**src/rtl/chip_74195_emu.sv**
```systemverilog
// Behavioural 74195 4-bit PIPO shift register for self-testing the chip checker.
// Pins are synchronised, Pin10 rising edges drive the core, outputs are registered with optional fault injection.
module chip_74195_emu #(
  parameter int SYNC_STAGES = 2,
  parameter int CNT_W       = 8
) (
  input  logic             Clk,
  input  logic             Reset,
  input  logic             Pin1,
  input  logic             Pin2,
  input  logic             Pin3,
  input  logic             Pin4,
  input  logic             Pin5,
  input  logic             Pin6,
  input  logic             Pin7,
  input  logic             Pin9,
  input  logic             Pin10,
  input  logic [1:0]       Fault_Mode,
  input  logic [2:0]       Fault_Sel,
  output logic             Pin15,
  output logic             Pin14,
  output logic             Pin13,
  output logic             Pin12,
  output logic             Pin11,
  output logic [CNT_W-1:0] Edge_Count
);

  localparam int IDX_CLR_N = 0;
  localparam int IDX_J     = 1;
  localparam int IDX_K_N   = 2;
  localparam int IDX_A     = 3;
  localparam int IDX_B     = 4;
  localparam int IDX_C     = 5;
  localparam int IDX_D     = 6;
  localparam int IDX_SHLD  = 7;
  localparam int IDX_CLK   = 8;

  logic [8:0]       pins_in;
  logic [8:0]       sync_q [SYNC_STAGES];
  logic [8:0]       s_pins;
  logic             clk_prev_q;
  logic             clk_rise;
  logic [3:0]       q_q, q_d;
  logic [CNT_W-1:0] cnt_q, cnt_d;
  logic [4:0]       raw_out;
  logic [4:0]       out_q, out_d;

  assign pins_in = {Pin10, Pin9, Pin7, Pin6, Pin5, Pin4, Pin3, Pin2, Pin1};
  assign s_pins  = sync_q[SYNC_STAGES-1];
  assign clk_rise = s_pins[IDX_CLK] & ~clk_prev_q;

  always_ff @(posedge Clk) begin
    if (Reset) begin
      for (int i = 0; i < SYNC_STAGES; i++) sync_q[i] <= '0;
    end else begin
      sync_q[0] <= pins_in;
      for (int i = 1; i < SYNC_STAGES; i++) sync_q[i] <= sync_q[i-1];
    end
  end

  // q_q[3] is QA, q_q[0] is QD; shifting moves data from QA toward QD.
  always_comb begin
    q_d = q_q;
    if (!s_pins[IDX_CLR_N]) begin
      q_d = '0;
    end else if (clk_rise) begin
      if (!s_pins[IDX_SHLD]) begin
        q_d = {s_pins[IDX_A], s_pins[IDX_B], s_pins[IDX_C], s_pins[IDX_D]};
      end else begin
        q_d[2:0] = q_q[3:1];
        case ({s_pins[IDX_J], s_pins[IDX_K_N]})
          2'b00:   q_d[3] = 1'b0;
          2'b11:   q_d[3] = 1'b1;
          2'b01:   q_d[3] = q_q[3];
          default: q_d[3] = ~q_q[3];
        endcase
      end
    end
  end

  always_comb begin
    cnt_d = cnt_q;
    if (clk_rise && (cnt_q != {CNT_W{1'b1}})) cnt_d = cnt_q + {{(CNT_W-1){1'b0}}, 1'b1};
  end

  function automatic logic fault_bit(input logic b, input logic hit, input logic [1:0] mode);
    logic r;
    r = b;
    if (hit) begin
      case (mode)
        2'd1:    r = 1'b0;
        2'd2:    r = 1'b1;
        2'd3:    r = ~b;
        default: r = b;
      endcase
    end
    return r;
  endfunction

  // Bit 4 is Pin15 (QA) down to bit 0 Pin11 (QD_n); Fault_Sel k targets bit 4-k.
  always_comb begin
    raw_out = Reset ? 5'b00001 : {q_q, ~q_q[0]};
    out_d   = raw_out;
    for (int i = 0; i < 5; i++) begin
      out_d[i] = fault_bit(raw_out[i], Fault_Sel == 3'(4 - i), Fault_Mode);
    end
  end

  always_ff @(posedge Clk) begin
    if (Reset) begin
      clk_prev_q <= 1'b0;
      q_q        <= '0;
      cnt_q      <= '0;
    end else begin
      clk_prev_q <= s_pins[IDX_CLK];
      q_q        <= q_d;
      cnt_q      <= cnt_d;
    end
    out_q <= out_d;
  end

  assign {Pin15, Pin14, Pin13, Pin12, Pin11} = out_q;
  assign Edge_Count = cnt_q;

endmodule
```
**config.mk**
```make
export PLATFORM = sky130hd
export DESIGN_NAME = chip_74195_emu
export DESIGN_NICKNAME = d
export VERILOG_FILES = /design/src/rtl/chip_74195_emu.sv
export SDC_FILE = /design/constraint.sdc
export NUM_CORES = 1
export LEC_CHECK = 0
export CAP_MARGIN = 20
export CORE_ASPECT_RATIO = 1.4
export CORE_MARGIN = 2
export CORE_UTILIZATION = 44
export DETAILED_ROUTE_END_ITERATION = 16
export PLACE_DENSITY_LB_ADDON = 0.15
export SYNTH_ARGS = -nofsm -noshare
export SYNTH_HDL_FRONTEND = slang
export SYNTH_SLANG_ARGS = --single-unit
```
**constraint.sdc**
```tcl
create_clock -name Clk -period 1.4 [get_ports Clk]
set_input_delay 0.21 -clock Clk [delete_from_list [all_inputs] [get_ports Clk]]
set_output_delay 0.21 -clock Clk [all_outputs]
set_load 0.01 [all_outputs]
```
==> reports/results.tsv <==
metric	value	unit
status	complete, no violations	
fmax	754.1	MHz
p_int	0.001547	W
cts_sinks	36	
grt_pass1_wl	3919	um
areaGrowthSynthToFinish	35.22	%
drv_slew	0	
p_clk_share	37.6	%
vias	1051	
fin_util	63.26	%
ys_seq_area_share	53.53	%
finalWorstSetupSlack	73.84	ps
syn_area	0.001346	mm^2
critPathLaunch	Edge_Count[1]$_SDFFE_PP0P_	
dpl_cell_area	0.001718	mm^2
period_share	94.73	%
cts_max_level	2	
cts.path.max_buffers	2	
cap_violations	0	
drt-wirelength-per-cell	11.24	um
die_area	0.003525	mm^2
portBuffers	28	
relSlewSlack	74.80	%
timing.rr.end	Edge_Count[5]$_SDFFE_PP0P_	
critPathBufInv	0	
setup_viol	0	
setup.worst_path.end_class	flop	
cts_root_buf	clkbuf_8	
drc	0	
firstDrtPassIters	2	
avgSynthCellArea	10.20	um^2
track_usage	14.94	%
power_switching	0.0004023	W
p_comb_share	7.6	%
crit_family	simple AND/OR/NAND/NOR gates	
rows	23	
clk_pin_slew	70	ps
crit_cells	5	
path_max_fanout	4	
fp.dieW	50.75	um
antenna_cells	0	
swShare	20.64	%
cp-endpoint	Edge_Count[5]$_SDFFE_PP0P_	
worstMarginPinSlew	368.5	ps
yosys.area.top_type_share	53.53	%
place_ws	-20.07	ps
arrival	1540	ps
antenna_found_initial	0	
slowest_stage	or4_4	
rsz0062_at_grt	yes	
cts_tree	yes	
cp-start-kind	flop	
final_nets	188	
final_area	0.001821	mm^2
grt_pass1_vias	960	
finalHoldViolCount	0	
io_pins	29	
final.setup_skew	8.342	ps
r2r_cells	5	
period_needed	1326	ps
powerDensity	1071	mW/mm^2
min_path_type	reg2reg	
start_util	46.78	%
ir_worst_vdd	0.0007625	V
overflow	0	
timing.hold.ws	436.5	ps
crit_type	reg2reg	
drtAntennaViolNets	0	
wl	2326	um
wl_met3	106	um
p_leak	0.7099	nW
synth_area_leader_cell	dfxtp_1	
r2r_start	Edge_Count[1]$_SDFFE_PP0P_	
wl_met1	976	um
drtIter0Drc	4	
critical-path-max-stage-delay	420	ps
synth.area.top_cells	dfxtp_1, nor2b_1, a21oi_1	
gp_congestion	0.7926	
hold_depth	1	
grt_max_degree	22	
vias_per_cell	5.077	
seqPwrFrac	54.8	%
clock_latency	280	ps
die_y	69.45	um
synthesis.nets	151	
fp.coreArea	0.002878	mm^2
yosysUniqueCellTypes	32	
dr_wl_met2	1216	um
cp.required	1620	ps
routed.top_layer	met4	
yosysWarnings	0	
reg2reg_slack	70	ps
syn_inst	132	
cts_buffers	5	
total_power	0.001950	W
drive_gt1_share	15.88	%
ys_seq_elements	36	
hpwlAfterDp	1634	um
cp_cell_sequence	ha_2 -> nand3_1 -> nor2_1 -> or4_4 -> a21oi_2	
## worst reg2reg max path, stage by stage, from the launching register on
cell and delay (ps):
dfxtp_2 350, ha_2 200, nand3_1 100, nor2_1 80
or4_4 420, a21oi_2 120
## per-layer routing
layer  vias up  GRT usage, %
li1        537             -
met3         4         5.172
met2        27         26.02
met4         0         8.108
met1       483         15.10
met5         -             0
## state kept, by name (all words and copies together) (netlist names)
| register | count |
|---|---|
| out_q | 5 |
| sync_q | 18 |
| Edge_Count | 8 |
| q_q | 4 |
| clk_prev_q | 1 |
## cells by family after synthesis
| family | after synthesis | share of synthesized area, % |
|---|---|---|
| xor gates and xnor gates | 2 | 1.301 |
| and+or+nand+nor | 53 | 24.63 |
| adders and majority gates | 3 | 2.788 |
| muxes | 4 | 2.974 |
| buffers and inverters | 7 | 2.044 |
| AOI/OAI and AO/OA | 27 | 12.73 |
| DFF | 36 | 53.53 |
## cell type report
| type | instances | area [um^2] |
|---|---|---|
| fillers | 249 | 1057 |
| flip-flops and latches | 36 | 729.5 |
| well taps | 37 | 46.29 |
| repair buffers | 35 | 335.3 |
| inverters | 2 | 7.507 |
| clock buffers | 7 | 86.33 |
| clock inverters | 1 | 7.507 |
| multi-input cells | 89 | 608.1 |
## power groups by stage
stage,Clock (W),Sequential (W),Combinational [W]
after global placement,0,0.00109,0.000146
final,0.000732,0.00107,0.000148
after floorplan,0,0.00109,0.0000604
after global routing,0.000810,0.00107,0.000162
after CTS,0.000760,0.00107,0.000150
after detailed placement,0,0.00109,0.000150
## layout by cell type, fill, tap and decap left out, types with 5 or more instances in the layout
cell	Yosys	final
nand2_1	5	5
buf_4	0	6
nor2b_1	23	23
clkbuf_8	0	6
nor2_1	7	7
dfxtp_2	0	7
a21oi_1	10	9
dlygate4sd2_1	0	8
dfxtp_1	36	29
clkdlybuf4s50_1	0	20
## cells in the mapped netlist
| master | instances |
|---|---|
| dfxtp_1 | 36 |
| nor2b_1 | 23 |
| a21oi_1 | 10 |
| nor2_1 | 7 |
| nand2_1 | 5 |
| a211oi_1 | 4 |
| a31oi_1 | 4 |
| clkbuf_1 | 4 |
| mux2i_1 | 4 |
| nor3b_1 | 4 |
| ha_1 | 3 |
| inv_1 | 2 |
| nand3_1 | 2 |
| nand4_1 | 2 |
| nor3_1 | 2 |
| o211ai_1 | 2 |
| o21ai_0 | 2 |
| xor2_1 | 2 |
| a2111oi_0 | 1 |
| a31o_2 | 1 |
| and3_1 | 1 |
| and3b_1 | 1 |
| and4b_1 | 1 |
| buf_2 | 1 |
| nand2b_1 | 1 |
| nand4_4 | 1 |
| nor2b_4 | 1 |
| o2111ai_1 | 1 |
| o21a_1 | 1 |
| o31ai_1 | 1 |
| or3_1 | 1 |
| or4_1 | 1 |
## timing repair
item	in CTS	in global routing
cloned	0	0
buffers inserted	0	0
endpoints found under the setup margin	10	4
hold endpoints to repair	0	0
hold buffers	0	0
pin swaps	0	2
gates resized for setup	13	5
## metrics by stage
stage	instances	TNS, ps
global route	207	-24.44
floorplan	132	0
CTS	207	0
global placement	199	0
finish	207	0
detailed placement	199	-20.07
## worst min path at each step
stage	startpoint	slack, ps	to
floorplan	Fault_Mode[0]	310	out_q[1]$_DFF_P_
global placement	sync_q[0][5]$_SDFF_PP0_	420	sync_q[0][14]$_SDFF_PP0_
detailed placement	sync_q[0][4]$_SDFF_PP0_	420	sync_q[0][13]$_SDFF_PP0_
CTS	sync_q[0][4]$_SDFF_PP0_	440	sync_q[0][13]$_SDFF_PP0_
global route	sync_q[0][8]$_SDFF_PP0_	450	sync_q[0][17]$_SDFF_PP0_
finish	sync_q[0][4]$_SDFF_PP0_	440	sync_q[0][13]$_SDFF_PP0_
(Power assumes the default switching activity.)
